--- src/rtl/motor_bcd_display_pkg.sv ---
// Shared types and constants for the motor BCD display: FSM states,
// active-low seven-segment patterns (bit 0 = segment a) and decimal range.
package motor_bcd_pkg;

  typedef enum logic [1:0] {
    IDLE,
    SHIFT,
    DONE
  } state_t;

  localparam logic [6:0] SEG_BLANK = 7'b1111111;

  // Patterns are packed g..a so that bit 0 lands on segment a.
  localparam logic [6:0] SEG_0 = 7'b1000000;
  localparam logic [6:0] SEG_1 = 7'b1111001;
  localparam logic [6:0] SEG_2 = 7'b0100100;
  localparam logic [6:0] SEG_3 = 7'b0110000;
  localparam logic [6:0] SEG_4 = 7'b0011001;
  localparam logic [6:0] SEG_5 = 7'b0010010;
  localparam logic [6:0] SEG_6 = 7'b0000010;
  localparam logic [6:0] SEG_7 = 7'b1111000;
  localparam logic [6:0] SEG_8 = 7'b0000000;
  localparam logic [6:0] SEG_9 = 7'b0010000;

  function automatic int unsigned max_decimal(input int unsigned digits);
    int unsigned r;
    r = 1;
    for (int unsigned i = 0; i < digits; i++) r = r * 10;
    return r - 1;
  endfunction

endpackage

--- src/rtl/motor_bcd_display_if.sv ---
// Request/result bundle between the motor controller and the BCD display.
interface motor_bcd_display_if #(
  parameter int unsigned WIDTH  = 14,
  parameter int unsigned DIGITS = 4
);
  logic                  Load;
  logic [WIDTH-1:0]      Value;
  logic                  Busy;
  logic                  Done;
  logic                  Overflow;
  logic [7*DIGITS-1:0]   Seg;

  modport master (output Load, Value, input Busy, Done, Overflow, Seg);
  modport slave  (input Load, Value, output Busy, Done, Overflow, Seg);
endinterface

--- src/rtl/motor_bcd_display_seg7_digit_enc.sv ---
// Combinational BCD nibble to active-low seven-segment encoder (bit 0 = a).
module seg7_digit_enc
  import motor_bcd_pkg::*;
(
  input  logic [3:0] bcd,
  output logic [6:0] seg
);

  always_comb begin
    seg = SEG_BLANK;
    case (bcd)
      4'd0: seg = SEG_0;
      4'd1: seg = SEG_1;
      4'd2: seg = SEG_2;
      4'd3: seg = SEG_3;
      4'd4: seg = SEG_4;
      4'd5: seg = SEG_5;
      4'd6: seg = SEG_6;
      4'd7: seg = SEG_7;
      4'd8: seg = SEG_8;
      4'd9: seg = SEG_9;
      default: seg = SEG_BLANK;
    endcase
  end

endmodule

--- src/rtl/motor_bcd_display.sv ---
// Sequential double-dabble binary-to-decimal converter driving DIGITS
// seven-segment displays. Define MOTOR_BCD_BLANK_LEADING_ZERO_EN to blank leading zeros.
module motor_bcd_display
  import motor_bcd_pkg::*;
#(
  parameter int unsigned WIDTH  = 14,
  parameter int unsigned DIGITS = 4
) (
  input  logic                Clock,
  input  logic                Reset_n,
  motor_bcd_display_if.slave  bus
);

  localparam int unsigned     BW      = 4 * DIGITS;
  localparam int unsigned     CW      = $clog2(WIDTH + 1);
  localparam logic [WIDTH-1:0] MAX_SAT = WIDTH'(max_decimal(DIGITS));

  state_t              state, state_nxt;
  logic [WIDTH-1:0]    bin;
  logic [BW-1:0]       bcd, bcd_adj;
  logic [CW-1:0]       count;
  logic                ovf, ovf_q, done_q;
  logic [7*DIGITS-1:0] seg_q, seg_nxt;
  logic [6:0]          enc [DIGITS];
  logic                last_shift;

  assign last_shift = (count == CW'(WIDTH - 1));

  always_ff @(posedge Clock or negedge Reset_n) begin
    if (!Reset_n) state <= IDLE;
    else          state <= state_nxt;
  end

  always_comb begin
    state_nxt = state;
    case (state)
      IDLE:    if (bus.Load) state_nxt = SHIFT;
      SHIFT:   if (last_shift) state_nxt = DONE;
      DONE:    state_nxt = IDLE;
      default: state_nxt = IDLE;
    endcase
  end

  always_comb begin
    bcd_adj = bcd;
    for (int unsigned i = 0; i < DIGITS; i++) begin
      if (bcd[4*i +: 4] >= 4'd5) bcd_adj[4*i +: 4] = bcd[4*i +: 4] + 4'd3;
    end
  end

  for (genvar g = 0; g < DIGITS; g++) begin : g_enc
    seg7_digit_enc u_enc (
      .bcd (bcd[4*g +: 4]),
      .seg (enc[g])
    );
  end

`ifdef MOTOR_BCD_BLANK_LEADING_ZERO_EN
  logic lead;

  // Walk from the most significant digit; blanking stops at the first non-zero.
  always_comb begin
    seg_nxt = '1;
    lead    = 1'b1;
    for (int unsigned k = 0; k < DIGITS; k++) begin
      if (lead && (k != DIGITS - 1) && (bcd[4*(DIGITS-1-k) +: 4] == 4'd0)) begin
        seg_nxt[7*(DIGITS-1-k) +: 7] = SEG_BLANK;
      end else begin
        lead = 1'b0;
        seg_nxt[7*(DIGITS-1-k) +: 7] = enc[DIGITS-1-k];
      end
    end
  end
`else
  always_comb begin
    seg_nxt = '1;
    for (int unsigned i = 0; i < DIGITS; i++) seg_nxt[7*i +: 7] = enc[i];
  end
`endif

  always_ff @(posedge Clock or negedge Reset_n) begin
    if (!Reset_n) begin
      bin    <= '0;
      bcd    <= '0;
      count  <= '0;
      ovf    <= 1'b0;
      ovf_q  <= 1'b0;
      done_q <= 1'b0;
      seg_q  <= '1;
    end else begin
      done_q <= 1'b0;
      case (state)
        IDLE: if (bus.Load) begin
          bin   <= (bus.Value > MAX_SAT) ? MAX_SAT : bus.Value;
          bcd   <= '0;
          count <= '0;
          ovf   <= (bus.Value > MAX_SAT);
        end
        SHIFT: begin
          {bcd, bin} <= {bcd_adj, bin} << 1;
          count      <= count + CW'(1);
        end
        DONE: begin
          seg_q  <= seg_nxt;
          ovf_q  <= ovf;
          done_q <= 1'b1;
        end
        default: ;
      endcase
    end
  end

  assign bus.Busy     = (state != IDLE);
  assign bus.Done     = done_q;
  assign bus.Overflow = ovf_q;
  assign bus.Seg      = seg_q;

endmodule

--- src/flat_wrapper.sv ---
// flat-port wrapper written by rule: the top's interface ports become plain ports
module motor_bcd_display_flat import motor_bcd_pkg::*;
#(
  parameter int unsigned WIDTH  = 14,
  parameter int unsigned DIGITS = 4
)
  (Clock, Reset_n, bus_Load, bus_Value, bus_Busy, bus_Done, bus_Overflow, bus_Seg);
  motor_bcd_display_if #(.WIDTH(WIDTH), .DIGITS(DIGITS)) bus_i ();
  input  logic Clock;
  input  logic Reset_n;
  input wire logic [$bits(bus_i.Load)-1:0] bus_Load;
  input wire logic [$bits(bus_i.Value)-1:0] bus_Value;
  output wire logic [$bits(bus_i.Busy)-1:0] bus_Busy;
  output wire logic [$bits(bus_i.Done)-1:0] bus_Done;
  output wire logic [$bits(bus_i.Overflow)-1:0] bus_Overflow;
  output wire logic [$bits(bus_i.Seg)-1:0] bus_Seg;
  assign bus_i.Load = bus_Load;
  assign bus_i.Value = bus_Value;
  assign bus_Busy = bus_i.Busy;
  assign bus_Done = bus_i.Done;
  assign bus_Overflow = bus_i.Overflow;
  assign bus_Seg = bus_i.Seg;
  motor_bcd_display #(.WIDTH(WIDTH), .DIGITS(DIGITS)) u_core (.Clock(Clock), .Reset_n(Reset_n), .bus(bus_i));
endmodule
--- config.mk ---
export PLATFORM = sky130hd
export DESIGN_NAME = motor_bcd_display_flat
export DESIGN_NICKNAME = d
export VERILOG_FILES = /design/src/rtl/motor_bcd_display_pkg.sv /design/src/rtl/motor_bcd_display_if.sv /design/src/rtl/motor_bcd_display_seg7_digit_enc.sv /design/src/rtl/motor_bcd_display.sv /design/src/flat_wrapper.sv
export SDC_FILE = /design/constraint.sdc
export NUM_CORES = 1
export LEC_CHECK = 0
export BUFFER_PORTS_ARGS = -buffer_cell sky130_fd_sc_hd__buf_4
export CAP_MARGIN = 40
export CORE_ASPECT_RATIO = 1.5
export CORE_MARGIN = 8
export CORE_UTILIZATION = 58
export DETAILED_ROUTE_END_ITERATION = 10
export GPL_TIMING_DRIVEN = 1
export PLACE_DENSITY_LB_ADDON = 0.25
export SYNTH_ARGS = -nofsm -noshare
export SYNTH_HDL_FRONTEND = slang
export SYNTH_SLANG_ARGS = --single-unit
--- constraint.sdc ---
create_clock -name Clock -period 2 [get_ports Clock]
set_input_delay 0.2 -clock Clock [delete_from_list [all_inputs] [get_ports Clock]]
set_output_delay 0.2 -clock Clock [all_outputs]
set_load 0.05 [all_outputs]
======== Word-level counts from Yosys, hierarchy flattened ========
Memories as Yosys holds them, arrays and structs flattened. A register that Yosys moved wholly into a read port is not among the register bits.
Cells that the tools add are included.
word-level totals
  flip-flop bits (word level) ............. 39
  logic and storage cells ................. 51
  ROM bits ................................ 448
  memories kept ........................... 4
cells by class
  muxes and demuxes ....................... 15
  eq/ne operators ......................... 5
  reduce and logical (&&, ||, !) cells .... 10
  magnitude comparators ................... 5
  add/subtract/negate cells ............... 5
memory list
  memory            depth  bits a word  read ports  clocked after memory_dff  wr ports  line                                    source
  (name not given)  16     7            1           1                         0         motor_bcd_display_seg7_digit_enc.sv:11  case (bcd)
  (name not given)  16     7            1           1                         0         motor_bcd_display_seg7_digit_enc.sv:11
  (name not given)  16     7            1           1                         0         motor_bcd_display_seg7_digit_enc.sv:11
  (name not given)  16     7            1           1                         0         motor_bcd_display_seg7_digit_enc.sv:11
operators with widths
  cell                                                                number
  one-hot mux 16 bit (2 select lines)                                 1
  two-way mux 14 bit                                                  2
  one-hot mux 14 bit (2 select lines)                                 1
  greater-or-equal comparator 4 x 3 -> 1 bit (second input constant)  4
  two-way mux 16 bit                                                  1
  two-way mux 4 bit                                                   4
  > comparator 14 bit (second input constant)                         1
  adder 4 x 2 -> 4 bit (second input constant)                        3
  one-hot mux 4 bit (2 select lines)                                  1
  AND reduction 2 bit                                                 3
  adder 4 x 1 -> 4 bit (second input constant)                        1
  == test 4 bit (second input constant)                               1
  zero test 1 bit                                                     4
  two-way mux 2 bit                                                   2
  one-hot mux 2 bit (2 select lines)                                  1
  nonzero test 2 bit                                                  2
  adder 3 x 2 -> 3 bit (second input constant)                        1
  two-way mux 3 bit                                                   1
  == test 2 x 1 -> 1 bit (second input constant)                      1
  == test 2 bit (second input constant)                               1
  zero test 2 bit                                                     1
  != test 2 x 1 -> 1 bit (second input constant)                      1
  != test 2 bit (second input constant)                               1
  two-way mux 1 bit                                                   1

======== Longest topological paths before layout ========
Gate-level depths: netlist of run 1.
  depth in word-level cells ............... 4
  gate-level depth with buffers ........... 6
  mapped depth without buffers ............ 6

======== By module ========
A second synthesis of run 1 with hierarchy kept.
unflattened totals
  cells, all modules ...................... 384
  area, all modules ....................... 3987.6 µm²
modules (own cells, without submodules)
  module             area an instance (µm²)  instances  sequential area each (µm²)  cells an instance
  motor_bcd_display  3146.8                  1          1711.6                      252
  seg7_digit_enc     210.2                   4          0.0                         33

======== Worst setup path before layout of run 1 ========
Ideal clock, no wire load.
  kind .................................... reg2reg
  from .................................... reg u_core.bcd[1]
  to ...................................... reg u_core.bcd[2]
  slack ................................... 0.482 ns
  library setup time ...................... 0.129 ns
  stages on the path, launching flop included .. 7
  buffers on the path ..................... 0
  arrival ................................. 1.389 ns
  required time ........................... 1.871 ns
  period minus slack after synthesis ...... 1.518 ns
  cell sequence ........................... dfrtp_1 inv_1 ha_1 nand2b_1 a21oi_1 mux2i_1 a211oi_1
on the way
  cells in the longest elaborated chain, start to end .. 3
  elaborated cells between the ends (all ways) .. 4
  those cells by class .................... 1 x add/sub; 1 x order compare; 2 x mux
ends and longest elaborated chain
  item                                                                                line                      source
  start, declared                                                                     motor_bcd_display.sv:20   logic [BW-1:0] bcd, bcd_adj;
  start signal, assigned                                                              motor_bcd_display.sv:100  {bcd, bin} <= {bcd_adj, bin} << 1;
  adder 4 x 2 -> 4 bit or greater-or-equal comparator 4 x 3 -> 1 bit (tied branches)  motor_bcd_display.sv:47   if (bcd[4*i +: 4] >= 4'd5) bcd_adj[4*i +: 4] = bcd[4*i +: 4] + 4'd3;
  two-way mux 4 bit (*)                                                               motor_bcd_display.sv:47
  one-hot mux 16 bit (2 select lines) (*)                                             motor_bcd_display.sv:92   case (state)
Mark *: on every way between the ends. The rest lies on a longest branch, timed or not.
A chain may end at the register's enable or synchronous reset.

======== Worst setup path after layout of run 1 ========
Ends and elaborated chain as after synthesis.

==> results.ini, run 1 <==
[status]
status = finished, final reports clean

[die]
core_area_um2 = 6170
io_pins = 48
dieArea_um2 = 9240
start_util = 0.599
die_y_um = 114
die_x_um = 81.2
row_count = 35

[setup_path]
critPathKind = reg2reg
path_cells = inv_1 -> ha_1 -> nand2b_1 -> a21oi_1 -> mux2i_1 -> a211oi_1
start_kind = flip-flop
cp.required_ns = 2.25
crit_path_top_delay_cell = dfrtp_1
crit_arrival_ns = 2.00
crit_fanout = 8
critPathCaptureType = flip-flop
critical_path.max_stage_delay_ns = 0.48
crit_buf_inv = 1
crit_family = compound AO/OA/AOI/OAI gates

[clocking]
clock-root-buffer = clkbuf_8
htreeDepth = 3
post_cts_buffers = 0
insertion_delay_ns = 0.35
cts_tree = yes
cts_num_sinks = 67
ctsResizeCount = 0
cts_max_path_buffers = 2
clk_pin_slew_ns = 0.06
cts_buffers = 9

[yosys]
yosysSeqAreaShare = 0.463
synth.most_common_cell = nand2_1
synth-edff-count = 0
yosys.cell_types.count = 43
yosys_warnings = 0
syn_inst = 393
async_flop_share = 1.00
synth_fp_nets = 435
ys_top_cells_by_area = dfrtp_1 26%, dfstp_2 20%, ha_1 8.5%
yosysTopAreaCell = dfrtp_1
syn_area_per_cell_um2 = 9.41
ys_seq_elements = 67
synth_commonest_cells = 57 x nand2_1, 40 x o21ai_0, 39 x dfrtp_1
synth_top_area_frac = 0.264
synth_area_um2 = 3700
synthFlopType = dfrtp_1

[global_routing]
grt_pass1_vias = 2995
antenna_found_initial = 0
grt_first_pass_wirelength_mm = 13.3
grt_max_degree = 68
track_usage = 0.180
overflow = 0

[power]
swShare = 0.454
p_sw_mw = 3.50
power_leakage_nw = 2.04
p_comb_frac = 0.508
ir_drop_uv = 827
power.internal_mw = 4.21
pwr-share-clk = 0.139
sequentialPowerShare = 0.353
power.density_nw_per_um2 = 1790

[timing]
final-hold-violation-count = 0
tns_ns = 0
slew_headroom = 0.463
tightest_slew_ns = 0.806
post-route-min-period_ns = 1.76
fin_worst_skew_ns = 0.0106
report.final.slew_viol_count = 0
clock.fmax_ghz = 0.570
grt_setup_unrepaired = false
fin_ws_ns = 0.245
setup_viol = 0
fin_crit_sh = 0.878

[layout]
final_core_util = 0.697
nets = 479
drive_gt1_frac = 0.242
multi_input_area_um2 = 1800
ff_latch_area_um2 = 1710
diodes = 0
n_fill_cell = 493
area_growth_pct = 16.3

[detailed_routing]
dr.pass1.iters = 4
vias = 2978
ant_nets = 0
drt_iter0_drc = 206
drc_errors = 0
via_per_inst = 5.77
totalWireLength_mm = 7.90
drt-wirelength-per-cell_um = 15.3

[job]
maxCapViolCount = 0

[placement]
place_congestion = 0.937
hpwl_mm = 5.47
pre_cts_slack_ns = 0.305
io_buffer_count = 47

[hold_path]
holdCritPathClass = in2reg

## power by group through the flow
| stage | Clock, mW | Combinational, mW | Sequential (mW) |
|---|---|---|---|
| floorplan | 0 | 2.42 | 3.23 |
| global placement | 0 | 3.78 | 2.70 |
| detailed placement | 0 | 3.89 | 2.73 |
| CTS | 1.10 | 3.94 | 2.71 |
| global route | 1.16 | 4.35 | 2.82 |
| finish | 1.07 | 3.92 | 2.72 |
## flip-flops by register name (all words and copies together), names as in the netlist
name                 count
u_core.bcd              16
u_core.bin              14
u_core.bus.Done          1
u_core.bus.Overflow      1
u_core.bus.Seg          28
u_core.count             4
u_core.ovf               1
u_core.state             2
## kinds of logic after synthesis
kind of cell	synth area share
compound gates	0.210
simple gates	0.147
flops	0.463
buf+inv	0.0511
fa+ha+maj	0.0846
mux	0.0308
xor+xnor	0.0142
## path summary, 6_finish.rpt
path                                                 from                             end  slack (ns)  cells after the start
max reg2reg                     u_core.bcd[1]$_DFFE_PN0P_       u_core.bcd[2]$_DFFE_PN0P_        0.24                      6
max in group asynchronous                         Reset_n     u_core.state[0]$_DFFE_PN0P_        0.97                      2
min in group asynchronous                         Reset_n       u_core.bus.Done$_DFF_PN0_        0.51                      2
max                             u_core.bcd[1]$_DFFE_PN0P_       u_core.bcd[2]$_DFFE_PN0P_        0.24                      6
min                                          bus_Value[5]       u_core.bin[5]$_DFFE_PN0P_        0.08                      2
min reg2reg                u_core.bus.Seg[23]$_DFFE_PN1P_  u_core.bus.Seg[23]$_DFFE_PN1P_        0.47                      2
## layout by cell type (no fill, tap or decap), types with 8 or more instances in the layout
cell,n
nor3_1,8
dfrtp_1,39
clkbuf_8,11
o31ai_1,13
inv_1,21
buf_4,53
ha_1,25
o22ai_1,13
dfstp_2,28
nand2b_1,9
mux2i_1,8
nor2_1,28
a21oi_1,28
nand2_1,57
o21ai_0,40
## layer usage
layer / vias to the layer above / wire length (um) / share of wire / track usage
li1: 1459 / - / - / -
met1: 1413 / 3200 / 0.40 / 0.195
met2: 90 / 4040 / 0.51 / 0.311
met3: 16 / 460 / 0.058 / 0.0457
met4: 0 / 201 / 0.025 / 0.0922
met5: - / 0 / 0 / 0
## repair_timing
item                                    in CTS  in global routing
hold buffers                                 1                  0
endpoints found under the setup margin       0                  0
hold endpoints to repair                    39                  0
## stage by stage
stage          instance area (um^2)  hold WS (ns)  cells  power (mW)
2_1_floorplan                  3700       -0.0956    393        5.65
3_3_place_gp                   4100         0.343    499        6.48
3_5_place_dp                   4100         0.354    499        6.62
4_1_cts                        4300        0.0597    516        7.75
5_1_grt                        4300        0.0591    516        8.33
6_report                       4300        0.0775    516        7.72
## cell type report
class | instances | area share
Sequential cell | 67 | 0.398
Timing Repair Buffer | 55 | 0.0995
Multi-Input combinational cell | 283 | 0.418
Inverter | 21 | 0.0183
Clock inverter | 1 | 0.00116
Tap cell | 74 | 0.0215
Clock buffer | 15 | 0.0436
No activity file was read; power rests on OpenSTA's default activity.
==> inputs of run 2 (changes only) <==
Settings changed: CELL_PAD_IN_SITES_DETAIL_PLACEMENT from default to 0, CELL_PAD_IN_SITES_GLOBAL_PLACEMENT from default to 1, CORE_UTILIZATION 58 to 44.
==> run 2 against run 1 <==
Compared with the run above:
- sequential cell count unchanged
- utilization shrank 15 points
- critical path depth is the same
- register-to-register slack gained 0.03 ns
- clock-buffer cell count decreased by 2
- maximum frequency is 1.5% higher
- die area grew 26%
- critical path type unchanged
- critical endpoint is now u_core.bcd[10]$_DFFE_PN0P_
==> results.ini, run 2 (synthesized netlist as in run 1, its figures left out) <==
[placement]
hpwl_mm = 6.05  ; +11%
place_congestion = 0.817  ; -13%
io_buffer_count = 47  ; unchanged

[layout]
largest_reg_flops = 28  ; unchanged
area_growth_pct = 22.0
diodes = 0  ; unchanged
nets = 481  ; +0.42%
drive_gt1_frac = 0.255  ; +0.0124
final_core_util = 0.543  ; -0.154
layout_commonest_cell = nand2_1
layout_common_cells = 57 x nand2_1, 56 x buf_4, 40 x o21ai_0, 39 x dfrtp_1

[detailed_routing]
drc_errors = 0  ; unchanged
via_per_inst = 5.27  ; -8.7%
dr.pass1.iters = 4  ; unchanged
drt_iter0_drc = 126  ; -39%
ant_nets = 0  ; unchanged
totalWireLength_mm = 8.26  ; +4.5%
drt-wirelength-per-cell_um = 15.0  ; -2.1%
vias = 2904  ; -2.5%

[hold_path]
min_to = u_core.bin[4]$_DFFE_PN0P_
hold_start = bus_Value[4]
holdCritPathClass = in2reg
hold_path_depth = 2  ; unchanged

[die]
start_util = 0.445  ; -0.154
core_area_um2 = 8310  ; +35%
die_x_um = 90.9  ; +12%
row_count = 41  ; +17%
die_y_um = 128  ; +13%
io_pins = 48  ; unchanged
dieArea_um2 = 11700  ; +26%

[clocking]
cts_num_sinks = 67  ; unchanged
htreeDepth = 3  ; unchanged
insertion_delay_ns = 0.34  ; about the same
clock-root-buffer = clkbuf_16
cts_max_path_buffers = 2  ; unchanged
ctsResizeCount = 0  ; unchanged
cts_buffers = 9  ; unchanged
post_cts_buffers = 0  ; unchanged
clk_pin_slew_ns = 0.06  ; about the same
cts_tree = yes

[timing]
tns_ns = 0  ; unchanged
grt_setup_unrepaired = false
final-hold-violation-count = 0  ; unchanged
fin_worst_skew_ns = 0.00631  ; -0.00434 ns
clock.fmax_ghz = 0.578  ; +1.5%
slew_headroom = 0.634  ; +0.171
tightest_slew_ns = 0.549  ; -0.257 ns
post-route-min-period_ns = 1.73  ; -0.0266 ns
setup_viol = 0  ; unchanged
fin_crit_sh = 0.864  ; -0.0133
report.final.slew_viol_count = 0  ; unchanged

[power]
pwr-share-clk = 0.218  ; +0.079
ir_drop_uv = 732  ; -12%
swShare = 0.421  ; -0.0328
power.density_nw_per_um2 = 1870  ; +4.1%
power.internal_mw = 4.88  ; +16%
p_sw_mw = 3.55  ; +1.3%
sequentialPowerShare = 0.323  ; -0.030
power_leakage_nw = 2.12  ; +4.0%
p_comb_frac = 0.459  ; -0.049

[setup_path]
critPathKind = reg2reg
crit_arrival_ns = 1.92  ; -0.08 ns
r2r-start = u_core.bcd[9]$_DFFE_PN0P_
reg2reg_slack_ns = 0.27  ; +0.03 ns
cp.required_ns = 2.20  ; -0.05 ns
worstReg2RegEnd = u_core.bcd[10]$_DFFE_PN0P_
crit_fanout = 8  ; unchanged
reg2reg_depth = 6  ; unchanged
start_kind = flip-flop
critPathCaptureType = flip-flop

[global_routing]
grt_pass1_vias = 3106  ; +3.7%
grt_first_pass_wirelength_mm = 14.3  ; +7.4%
overflow = 0  ; unchanged
antenna_found_initial = 0  ; unchanged
grt_max_degree = 44  ; -35%
track_usage = 0.153  ; -0.0269

[status]
status = finished, final reports clean

[job]
maxCapViolCount = 0  ; unchanged

[run 2: cell types whose count changed in the layout (fill, tap and decap cells not counted), sizes merged]
cell and delta:
bufinv +2, buf +2, clkbuf -2
[run 2: worst max path at each step]
stage | start | end | slack, ns
after floorplan | u_core.bcd[1]$_DFFE_PN0P_ | u_core.bcd[2]$_DFFE_PN0P_ | 0.48
after global routing | u_core.bcd[1]$_DFFE_PN0P_ | u_core.bcd[2]$_DFFE_PN0P_ | 0.09
after global placement | u_core.bcd[9]$_DFFE_PN0P_ | u_core.bcd[10]$_DFFE_PN0P_ | 0.33
final | u_core.bcd[9]$_DFFE_PN0P_ | u_core.bcd[10]$_DFFE_PN0P_ | 0.27
after detailed placement | u_core.bcd[9]$_DFFE_PN0P_ | u_core.bcd[10]$_DFFE_PN0P_ | 0.30
after CTS | u_core.bcd[9]$_DFFE_PN0P_ | u_core.bcd[10]$_DFFE_PN0P_ | 0.28
[run 2: stage by stage]
step / area (um^2) / std cells / power [mW] / hold slack (ns) / setup slack [ns]
3_5_place_dp: 4150 / 534 / 6.65 / 0.227 / 0.295
3_3_place_gp: 4150 / 534 / 6.60 / 0.226 / 0.331
6_report: 4510 / 551 / 8.43 / 0.0810 / 0.271
4_1_cts: 4510 / 551 / 8.53 / 0.0738 / 0.277
2_1_floorplan: 3700 / 393 / 5.65 / -0.0956 / 0.482
5_1_grt: 4510 / 551 / 9.12 / 0.0777 / 0.0879
[run 2: worst max-delay path, stage by stage (launching register included)]
cell and delay (ns):
dfrtp_1 0.48, inv_1 0.16, ha_1 0.21, nand2b_1 0.17, a21oi_1 0.28, mux2i_1 0.22, o22ai_1 0.08
[run 2: power groups by stage]
| stage | Clock [mW] | Sequential (mW) | Combinational [mW] |
|---|---|---|---|
| after global routing | 1.94 | 2.83 | 4.35 |
| after detailed placement | 0 | 2.74 | 3.91 |
| after floorplan | 0 | 3.23 | 2.42 |
| after global placement | 0 | 2.72 | 3.88 |
| after CTS | 1.87 | 2.72 | 3.93 |
| final | 1.84 | 2.72 | 3.87 |
[run 2: cell type report]
cell class                      count  area (um^2)
Clock inverter                      3         65.1
Inverter                           21         78.8
Fill cell                         785         3800
Timing Repair Buffer               57          430
Clock buffer                       13          292
Multi-Input combinational cell    283         1800
Tap cell                          107          134
Sequential cell                    67         1710
[run 2: repair_timing]
| item | CTS | global route |
|---|---|---|
| setup endpoints to repair | 0 | 0 |
| hold buffers | 1 | 0 |
| endpoints found under the hold margin | 32 | 0 |
[run 2: layer usage]
metal	track usage	wire length [um]	share of wire	vias up
met5	0	0	0	-
met4	0.0900	258	0.031	0
met3	0.0416	318	0.038	16
met2	0.262	4200	0.51	47
met1	0.167	3480	0.42	1383
li1	-	-	-	1458
